### config.mk
export PLATFORM = sky130hd
export DESIGN_NAME = video_cfg_seq
export DESIGN_NICKNAME = d
export VERILOG_FILES = /design/src/rtl/video_cfg_pkg.sv /design/src/rtl/video_cfg_rom.sv /design/src/rtl/video_cfg_seq.sv
export SDC_FILE = /design/constraint.sdc
export NUM_CORES = 1
export LEC_CHECK = 0
export ABC_AREA = 1
export CAP_MARGIN = 20
export CORE_MARGIN = 2
export CORE_UTILIZATION = 42
export DETAILED_ROUTE_END_ITERATION = 8
export PLACE_DENSITY = 0.91
export SLEW_MARGIN = 30
export SYNTH_ARGS = -nofsm -noshare
export SYNTH_HDL_FRONTEND = slang
export SYNTH_SLANG_ARGS = --single-unit
### constraint.sdc
create_clock -name clk -period 4.1 [get_ports clk]
set_input_delay 0.82 -clock clk [delete_from_list [all_inputs] [get_ports clk]]
set_output_delay 0.82 -clock clk [all_outputs]
set_load 0.005 [all_outputs]
### src/rtl/video_cfg_pkg.sv
// video_cfg_pkg: register map, preset timing table and sequencer state encoding shared by video_cfg_seq and video_cfg_rom.
package video_cfg_pkg;
  localparam int PRESET_COUNT = 4;
  localparam logic [3:0] W_HRES = 4'd0, W_HFP = 4'd1, W_HSW = 4'd2, W_HBP = 4'd3;
  localparam logic [3:0] W_VRES = 4'd4, W_VFP = 4'd5, W_VSW = 4'd6, W_VBP = 4'd7;
  localparam logic [3:0] W_SYNC = 4'd8, W_WPL = 4'd9, W_MODE = 4'd10;
  typedef enum logic [2:0] {IDLE, WRITE, SYNC_SET, WAIT_ACK, SYNC_CLR, WAIT_NACK, FINISH} state_t;
  typedef struct packed {
    logic        double_x;
    logic [10:0] res_x;
    logic [10:0] hs_fp;
    logic [10:0] hs_w;
    logic [10:0] hs_bp;
    logic        double_y;
    logic        crtlook;
    logic [10:0] res_y;
    logic [10:0] vs_fp;
    logic [10:0] vs_w;
    logic [10:0] vs_bp;
    logic [7:0]  wpl_m1;
    logic        hires;
    logic [2:0]  bpp;
    logic        ext_pal;
    logic [10:0] cursor_x_offset;
  } preset_t;
  localparam preset_t PRESETS [PRESET_COUNT] = '{
    '{double_x: 1'b0, res_x: 11'd640, hs_fp: 11'd40, hs_w: 11'd20, hs_bp: 11'd68,
      double_y: 1'b1, crtlook: 1'b0, res_y: 11'd256, vs_fp: 11'd40, vs_w: 11'd5, vs_bp: 11'd67,
      wpl_m1: 8'd79, hires: 1'b0, bpp: 3'd2, ext_pal: 1'b0, cursor_x_offset: 11'd217},
    '{double_x: 1'b0, res_x: 11'd1152, hs_fp: 11'd40, hs_w: 11'd20, hs_bp: 11'd62,
      double_y: 1'b0, crtlook: 1'b0, res_y: 11'd896, vs_fp: 11'd4, vs_w: 11'd3, vs_bp: 11'd47,
      wpl_m1: 8'd35, hires: 1'b1, bpp: 3'd0, ext_pal: 1'b0, cursor_x_offset: 11'd272},
    '{double_x: 1'b0, res_x: 11'd800, hs_fp: 11'd40, hs_w: 11'd128, hs_bp: 11'd88,
      double_y: 1'b0, crtlook: 1'b0, res_y: 11'd600, vs_fp: 11'd1, vs_w: 11'd4, vs_bp: 11'd23,
      wpl_m1: 8'd99, hires: 1'b0, bpp: 3'd3, ext_pal: 1'b1, cursor_x_offset: 11'd200},
    '{double_x: 1'b1, res_x: 11'd1024, hs_fp: 11'd24, hs_w: 11'd136, hs_bp: 11'd160,
      double_y: 1'b0, crtlook: 1'b1, res_y: 11'd768, vs_fp: 11'd3, vs_w: 11'd6, vs_bp: 11'd29,
      wpl_m1: 8'd127, hires: 1'b0, bpp: 3'd1, ext_pal: 1'b0, cursor_x_offset: 11'd296}
  };
  // Word 8 is the sync handshake register, so the write pass skips it.
  function automatic logic [3:0] write_word(input logic [3:0] i);
    return (i < 4'd8) ? i : i + 4'd1;
  endfunction
endpackage

### src/rtl/video_cfg_rom.sv
// video_cfg_rom: combinational preset/word lookup producing the register file write data.
module video_cfg_rom import video_cfg_pkg::*; #(
  parameter int NUM_PRESETS = PRESET_COUNT
) (
  input  logic [$clog2(NUM_PRESETS)-1:0] preset,
  input  logic [3:0]                     word,
  output logic [31:0]                    data
);
  preset_t p;
  assign p = PRESETS[preset];
  always_comb begin
    data = '0;
    case (word)
      W_HRES: data = {p.double_x, 20'h0, p.res_x};
      W_HFP:  data = {21'h0, p.hs_fp};
      W_HSW:  data = {21'h0, p.hs_w};
      W_HBP:  data = {21'h0, p.hs_bp};
      W_VRES: data = {p.double_y, p.crtlook, 19'h0, p.res_y};
      W_VFP:  data = {21'h0, p.vs_fp};
      W_VSW:  data = {21'h0, p.vs_w};
      W_VBP:  data = {21'h0, p.vs_bp};
      W_WPL:  data = {24'h0, p.wpl_m1};
      W_MODE: data = {p.hires, p.bpp, p.ext_pal, 16'h0, p.cursor_x_offset};
      default: data = '0;
    endcase
  end
endmodule

### src/rtl/video_cfg_seq.sv
// video_cfg_seq: loads a preset into the video config register file, then runs the sync set/ack/clear handshake.
// Define VIDEO_CFG_SEQ_TIMEOUT_EN to bound each wait state by TIMEOUT_CYCLES and abort with err.
module video_cfg_seq import video_cfg_pkg::*; #(
  parameter int NUM_PRESETS = PRESET_COUNT
`ifdef VIDEO_CFG_SEQ_TIMEOUT_EN
  , parameter int TIMEOUT_CYCLES = 65535
`endif
) (
  input  logic                           clk,
  input  logic                           reset,
  input  logic                           req,
  input  logic [$clog2(NUM_PRESETS)-1:0] mode_sel,
  output logic                           busy,
  output logic                           done,
  output logic                           err,
  output logic [31:0]                    reg_wdata,
  output logic [5:0]                     reg_addr,
  output logic                           reg_wstrobe,
  input  logic [31:0]                    reg_rdata
);
  localparam logic [5:0] SYNC_ADDR = {W_SYNC, 2'b00};
  state_t state, state_n;
  logic [3:0] idx, word;
  logic [$clog2(NUM_PRESETS)-1:0] sel;
  logic [31:0] rom_data;
  logic timeout, hit, abort;
  logic unused_rdata;
  assign unused_rdata = ^{reg_rdata[31:2], reg_rdata[0]};
  assign word = write_word(idx);
  video_cfg_rom #(.NUM_PRESETS(NUM_PRESETS)) u_rom (.preset(sel), .word(word), .data(rom_data));
`ifdef VIDEO_CFG_SEQ_TIMEOUT_EN
  localparam int CW = $clog2(TIMEOUT_CYCLES + 1);
  logic [CW-1:0] cnt;
  assign timeout = cnt == CW'(TIMEOUT_CYCLES);
  // Restarts at zero on every entry into a wait state.
  always_ff @(posedge clk)
    if (reset) cnt <= '0;
    else cnt <= ((state == WAIT_ACK || state == WAIT_NACK) && state_n == state) ? cnt + 1'b1 : '0;
`else
  assign timeout = 1'b0;
`endif
  always_ff @(posedge clk)
    if (reset) begin
      state <= IDLE;
      idx   <= '0;
      sel   <= '0;
    end else begin
      state <= state_n;
      idx   <= (state == WRITE) ? idx + 4'd1 : '0;
      sel   <= (state == IDLE && req) ? mode_sel : sel;
    end
  always_comb begin
    state_n     = state;
    busy        = 1'b0;
    done        = 1'b0;
    err         = 1'b0;
    reg_wstrobe = 1'b0;
    reg_addr    = '0;
    reg_wdata   = '0;
    hit         = 1'b0;
    abort       = 1'b0;
    case (state)
      IDLE: state_n = req ? WRITE : IDLE;
      WRITE: begin
        busy        = 1'b1;
        reg_wstrobe = 1'b1;
        reg_addr    = {word, 2'b00};
        reg_wdata   = rom_data;
        state_n     = (idx == 4'd9) ? SYNC_SET : WRITE;
      end
      SYNC_SET, SYNC_CLR: begin
        busy        = 1'b1;
        reg_wstrobe = 1'b1;
        reg_addr    = SYNC_ADDR;
        reg_wdata   = (state == SYNC_SET) ? 32'h1 : 32'h0;
        state_n     = (state == SYNC_SET) ? WAIT_ACK : WAIT_NACK;
      end
      WAIT_ACK, WAIT_NACK: begin
        reg_addr    = SYNC_ADDR;
        hit         = (state == WAIT_ACK) == reg_rdata[1];
        abort       = timeout && !hit;
        busy        = !abort;
        reg_wstrobe = abort;
        err         = abort;
        state_n     = hit ? ((state == WAIT_ACK) ? SYNC_CLR : FINISH) : abort ? IDLE : state;
      end
      FINISH: begin
        done    = 1'b1;
        state_n = IDLE;
      end
      default: state_n = IDLE;
    endcase
  end
endmodule
==> summary.md, run 1 <==
| Metric | Value |
|---|---|
| Via count | 1,556 |
| Routed Antenna Nets | 0 |
| CTS Buffer Depth | 2 |
| Top-area cell type share of the netlist area | 13.79% |
| Dominant cells by area after synthesis | nand2_1, dfxtp_1, buf_4 |
| Std cell rows | 21 |
| Place WS | around 840 ps |
| Tot GR Track Use | 18.04% |
| Root Driver | clkbuf_4 |
| Least-Margin Pin Slew | 601.0 ps |
| Required time of the critical path | 3280 ps |
| Setup crit start | idx[3]$_SDFF_PP0_ |
| Hold Path Class | reg -> reg |
| Synth cell types | 25 |
| Critical path peak fanout | 12 |
| Core area | approximately 3300 µm² |
| Post-CTS Hold Buffers | 0 |
| Worst setup margin | 533.6 ps |
| Count of max-cap constraint violations | 0 |
| Top-Level Pins | around 80 |
| CTS tree | yes |
| RR Startpoint | state[1]$_SDFFE_PP0P_ |
| Syn Area/Cell | 6.047 µm² |
| 1st-iter DRT viols | 98 |
| Per-cell routed wire length | 11.10 µm |
| VDD IR max | 0.0001462 V |
| Worst r2r dst | state[1]$_SDFFE_PP0P_ |
| FF-to-FF setup slack | 2340 ps |
| Cell-internal power | roughly 160 µW |
| WL final | around 3.4 mm |
| Util after Layout | 50.40% |
| Die ar. | 3850 µm² |
| Hold Fails Final Rpt | 0 |
| Crit path kind | reg -> out |
| First-pass GRT wire length | ~5.4 mm |
| Post-CTS Setup Inserts | 0 |
| Num CTS Buffers | 3 |
| GP Congestion | 0.9042 |
| Slew margin rel. | 59.89% |
| Vias in the first global route | about 1.3k |
| Htree depth | 1 |
| DRC viols | 0 |
| Dpl hpwl | 2.577 mm |
| FMAX | approximately 280 MHz |
| Critical Path Start Type | flip-flop |
| Sequential cell area fraction in the yosys report | 12.73% |
| Post-Syn Area | 1415 µm² |
| Share of cells above drive strength 1 | between 10% and 20% |
| Syn Inst Count | 234 |
| Initial Util | 43.09% |
| FILL cells | 345 |
| Input/output buffers | 28 |
| Largest net degree at the start of global routing | 21 |
| Seq pwr share | 39.5% |
| RSZ-0062 raised after global routing | false |
| TNS Setup | 0 ps |
| Die width | about 62 µm |
| Final global-route overflow total | 0 |
| Antenna violations before repair | 0 |
| Area leader, netlist | nand2_1 |
| Logic pwr share | 32.8% |
| Die Y | 62.05 µm |
| Fin crit share | 86.98% |
| CTS sink count | 9 |
| Area Growth Syn to Fin | 16.98% |
| # diodes | 0 |
| CTS resizes | 0 |
| Post-route minimum period | between 3000 and 4000 ps |
| Worst Skew | between 10 and 15 ps |
| Total Power | around 250 µW |
| Max-slew violation count | 0 |
| #FFs+latches synth | 9 |
| Clock power frac | 27.7% |
| Count of final setup violators | 0 |
| Capture point of the worst path | reg_wdata[0] |
| Crit path DAT | between 2000 and 3000 ps |
| Power Dens Cells | 148.6 nW/µm² |
| Critical Path Sink Type | output pin |
| Worst R2R Path Depth | 7 |
| Final Net Count | 305 |
| Sw Share | 35.21% |
| First-pass DRT Iterations | 4 |
| Status | finished clean |
| YS warnings | 0 |
| Switching pwr | between 80 and 90 µW |
| Leakage | 0.7475 nW |
| Later-pin clock latency in the skew report | 260 ps |
| Worst-path clk slew | 60 ps |
| Detailed-route vias per instance | 5.102 |
==> critical path, stage by stage, from the launching register on <==
cell and delay, ps:
dfxtp_1 560, ha_1 540, inv_1 350, nand2_4 190, inv_2 50, nand2_1 70
nand2_1 60, nand2_1 70, nand2_1 50, nand2_1 60, nand2_1 60, clkdlybuf4s50_1 440
==> final cells by class <==
class	instances	area (µm²)	share of cell area [%]
inverter	27	101.3	6.122
clock buffer	4	26.28	1.587
tap	46	57.56	3.477
sequential	9	180.2	10.88
multi-input combinational	191	1010	61.00
timing repair buffer	28	280.3	16.93
==> sequential cells by signal (all words and copies together) (netlist names) <==
signal / cells
state: 3
idx: 4
sel: 2
==> kinds of logic (layout without fill, tap and decap cells) <==
group                      count (synthesis)  in the layout  synth area share (%)
adders and majority gates                  8              8                 7.074
other                                      1             19                0.2650
DFF                                        9              9                 12.73
and+or+nand+nor                          141            141                 49.60
buffers and inverters                     52             59                 20.69
AOI/OAI and AO/OA                         23             23                 9.638
==> Yosys cell counts, drive strengths merged <==
cell type  number
a21oi           9
a41oi           1
buf            25
conb            1
dfxtp           9
ha              8
inv            27
nand2          60
nand3          21
nand4          15
nor2           38
nor3            7
o211ai          1
o21ai          12
==> per-layer routing <==
metal / wire length (µm) / track usage, % / share of wire, % / up-vias
met2: 1699 / 31.55 / 50 / 72
met1: 1426 / 21.82 / 42 / 699
met3: 196 / 1.242 / 5.8 / 9
met4: 65 / 9.726 / 1.9 / 0
li1: - / - / - / 776
met5: 0 / 0 / 0 / -
==> worst min-delay path by stage <==
stage / slack (ps) / to / depth (start not counted) / startpoint
detailed placement: 510 / idx[0]$_SDFF_PP0_ / 1 / idx[0]$_SDFF_PP0_
global route: 550 / state[2]$_SDFFE_PP0P_ / 2 / state[2]$_SDFFE_PP0P_
global placement: 500 / state[2]$_SDFFE_PP0P_ / 2 / state[2]$_SDFFE_PP0P_
finish: 520 / state[2]$_SDFFE_PP0P_ / 2 / state[2]$_SDFFE_PP0P_
floorplan: 470 / idx[0]$_SDFF_PP0_ / 1 / idx[0]$_SDFF_PP0_
CTS: 520 / state[2]$_SDFFE_PP0P_ / 2 / state[2]$_SDFFE_PP0P_
==> through the flow <==
stage                     std cells  instance area, µm²  hold WS [ps]
after floorplan                 252                1483         467.1
after global placement          301                1629         495.6
after detailed placement        301                1629         508.0
after CTS                       305                1655         517.3
after global routing            305                1655         548.7
final                           305                1655         515.0
==> cells in the final DEF (no fill, tap or decap), types with 5 or more instances in the layout <==
cell and count:
nand2_1 52, nor2_1 31, clkdlybuf4s50_1 28, inv_1 22
nand3_1 19, conb_1 19, nand4_1 15, o21ai_0 10
a21oi_1 9, dfxtp_1 9, ha_1 8, nor3_1 7
nor2_4 6, inv_2 5, nand2_2 5
==> power by group through the flow <==
stage,logic (mW),registers [mW],clock network (mW)
CTS,0.0797,0.0968,0.0682
finish,0.0808,0.0971,0.0681
detailed placement,0.0790,0.0987,0
floorplan,0.0667,0.0970,0
global route,0.0921,0.0974,0.0724
global placement,0.0775,0.0985,0
No activity file was read; power rests on OpenSTA's default activity.
==> inputs of run 2 (changes only) <==
Settings changed: CAP_MARGIN 20 to not set.
==> results of run 2 <==
No change in the layout: final DEF, timing and power equal those of run 1.
==> inputs of run 3 (changes only) <==
Settings changed: PLACE_DENSITY 0.91 to not set, PLACE_DENSITY_LB_ADDON set to 0.1.
==> summary.md, run 3 (synthesis gave the netlist of run 1 again) <==
| Metric | Value |
|---|---|
| Area Growth Syn to Fin | 16.98% |
| Die width | between 60 and 70 µm |
| CTS tree | yes |
| Clock power frac | 27.3% |
| Largest stage delay, worst path | 570 ps |
| # diodes | 0 |
| First-pass GRT wire length | roughly 5.4 mm |
| Hold endpoint | state[2]$_SDFFE_PP0P_ |
| Critical Path Start Type | flip-flop |
| Worst r2r dst | state[1]$_SDFFE_PP0P_ |
| Root Driver | clkbuf_4 |
| Most used cell, CP | nor2_1 |
| Place WS | 820.8 ps |
| Share of cells above drive strength 1 | 10.42% |
| Top-Level Pins | 79 |
| Least-Margin Pin Slew | 584.0 ps |
| Sw Share | 34.49% |
| FILL cells | roughly 370 |
| Fin area | 1655 µm² |
| Largest net degree at the start of global routing | 21 |
| Worst Skew | approximately 1.5 ps |
| Hold Path Class | reg -> reg |
| Later-pin clock latency in the skew report | 250 ps |
| Commonest non-fill, non-tap cell in the layout | nand2_1 |
| VDD IR max | 0.0001334 V |
| First-pass DRT Iterations | 4 |
| Routed Antenna Nets | 0 |
| Crit path kind | reg -> out |
| Post-CTS Setup Inserts | 0 |
| Most frequent cells in the layout | nand2_1, nor2_1, clkdlybuf4s50_1, inv_1 |
| Fin crit share | 86.37% |
| Core area | 3284 µm² |
| DRC viols | 0 |
| Post-CTS Hold Buffers | 0 |
| Post-Place Cells | 301 |
| Seq pwr share | between 30 and 40% |
| Cell-internal power | approximately 160 µW |
| CTS sink count | 9 |
| Status | finished clean |
| Critical-path cell list | ha_1, inv_1, nand2_4, inv_2, nand2_1, o21ai_0, nor2_1, nor2_1, clkdlybuf4s50_1 |
| Final global-route overflow total | 0 |
| Slowest CP cell | dfxtp_1 |
| Num CTS Buffers | 3 |
| Per-cell routed wire length | around 11 µm |
| WL final | 3.373 mm |
| Final Net Count | 305 |
| Hold Fails Final Rpt | 0 |
| Max-slew violation count | 0 |
| Htree depth | 1 |
| TNS Setup | 0 ps |
| Critical Path Sink Type | output pin |
| Fin cells | 305 |
| FF-to-FF setup slack | between 2000 and 2500 ps |
| CTS resizes | 0 |
| Worst R2R Path Depth | 7 |
| Hold path startpoint | state[2]$_SDFFE_PP0P_ |
| RSZ-0062 raised after global routing | false |
| Switching pwr | 83.83 µW |
| Largest regs | idx: 4 flops, state: 3 flops, sel: 2 flops |
| Input/output buffers | 28 |
| Worst-path clk slew | 60 ps |
| Vias in the first global route | 1,251 |
| Die ar. | 3850 µm² |
| RR Startpoint | state[1]$_SDFFE_PP0P_ |
| Max reg flops | 4 |
| Die Y | 62.05 µm |
| Leakage | 0.7475 nW |
| Logic pwr share | 32.9% |
| Power Dens Cells | 146.8 nW/µm² |
| Hold Path Stages | 2 |
| Required time of the critical path | 3280 ps |
| Detailed-route vias per instance | 4.816 |
| GP Congestion | 0.9087 |
| Std cell rows | 21 |
| DP Area | around 1600 µm² |
| Tot GR Track Use | 18.84% |
| Min Hold Slack | 514.3 ps |
| Total Power | 243.0 µW |
| Crit path DAT | 2720 ps |
| CTS Buffer Depth | 2 |
| Largest Register | idx |
| Via count | approximately 1.5k |
| Slew margin rel. | 61.03% |
| Count of final setup violators | 0 |
| Critical path peak fanout | 12 |
| Post-route minimum period | 3541 ps |
| Initial Util | between 40% and 50% |
| FMAX | 282.4 MHz |
| Worst setup margin | 558.8 ps |
| Count of max-cap constraint violations | 0 |
| Dpl hpwl | approximately 2.7 mm |
| Util after Layout | 50.40% |
| 1st-iter DRT viols | 83 |
| Antenna violations before repair | 0 |
==> run 3: cell counts in the layout (fill, tap and decap cells not counted) <==
No cell type changed its count.
==> run 3: metal layers <==
| layer | vias to the layer above | track usage [%] | routed length (µm) |
|---|---|---|---|
| met3 | 4 | 1.035 | 134 |
| met1 | 652 | 24.41 | 1461 |
| met4 | 0 | 8.511 | 31 |
| met2 | 36 | 31.99 | 1746 |
| li1 | 777 | - | - |
| met5 | - | 0 | 0 |
==> run 3: worst max-delay path: cells and delay by family (launching register included) <==
family / cells / cell delay [ps]
fa+ha+maj: 1 / 520
compound gates: 1 / 80
simple gates: 4 / 420
buf+inv: 3 / 850
flops: 1 / 570
==> run 3: power groups by stage <==
stage                     clock network (mW)  registers, mW  logic, mW
after CTS                             0.0705         0.0966     0.0803
final                                 0.0663         0.0967     0.0800
after global placement                     0         0.0987     0.0797
after detailed placement                   0         0.0986     0.0799
after floorplan                            0         0.0970     0.0667
after global routing                  0.0761         0.0976     0.0926
==> run 3: how the worst max path moves through the flow <==
stage	startpoint	end	slack [ps]	depth (start not counted)
after CTS	idx[3]$_SDFF_PP0_	reg_wdata[1]	520	9
after global routing	idx[3]$_SDFF_PP0_	reg_wdata[0]	280	11
after floorplan	idx[1]$_SDFF_PP0_	reg_wdata[3]	1720	9
final	idx[3]$_SDFF_PP0_	reg_wdata[1]	560	9
after global placement	idx[3]$_SDFF_PP0_	reg_wdata[0]	820	11
after detailed placement	idx[3]$_SDFF_PP0_	reg_wdata[0]	820	11
==> run 3: cell type report <==
type                            instances  area [µm²]  area share, %
Inverter                               27       101.3          6.122
Multi-Input combinational cell        191        1010          61.00
Sequential cell                         9       180.2          10.88
Clock buffer                            4       26.28          1.587
Timing Repair Buffer                   28       280.3          16.93
Tap cell                               46       57.56          3.477
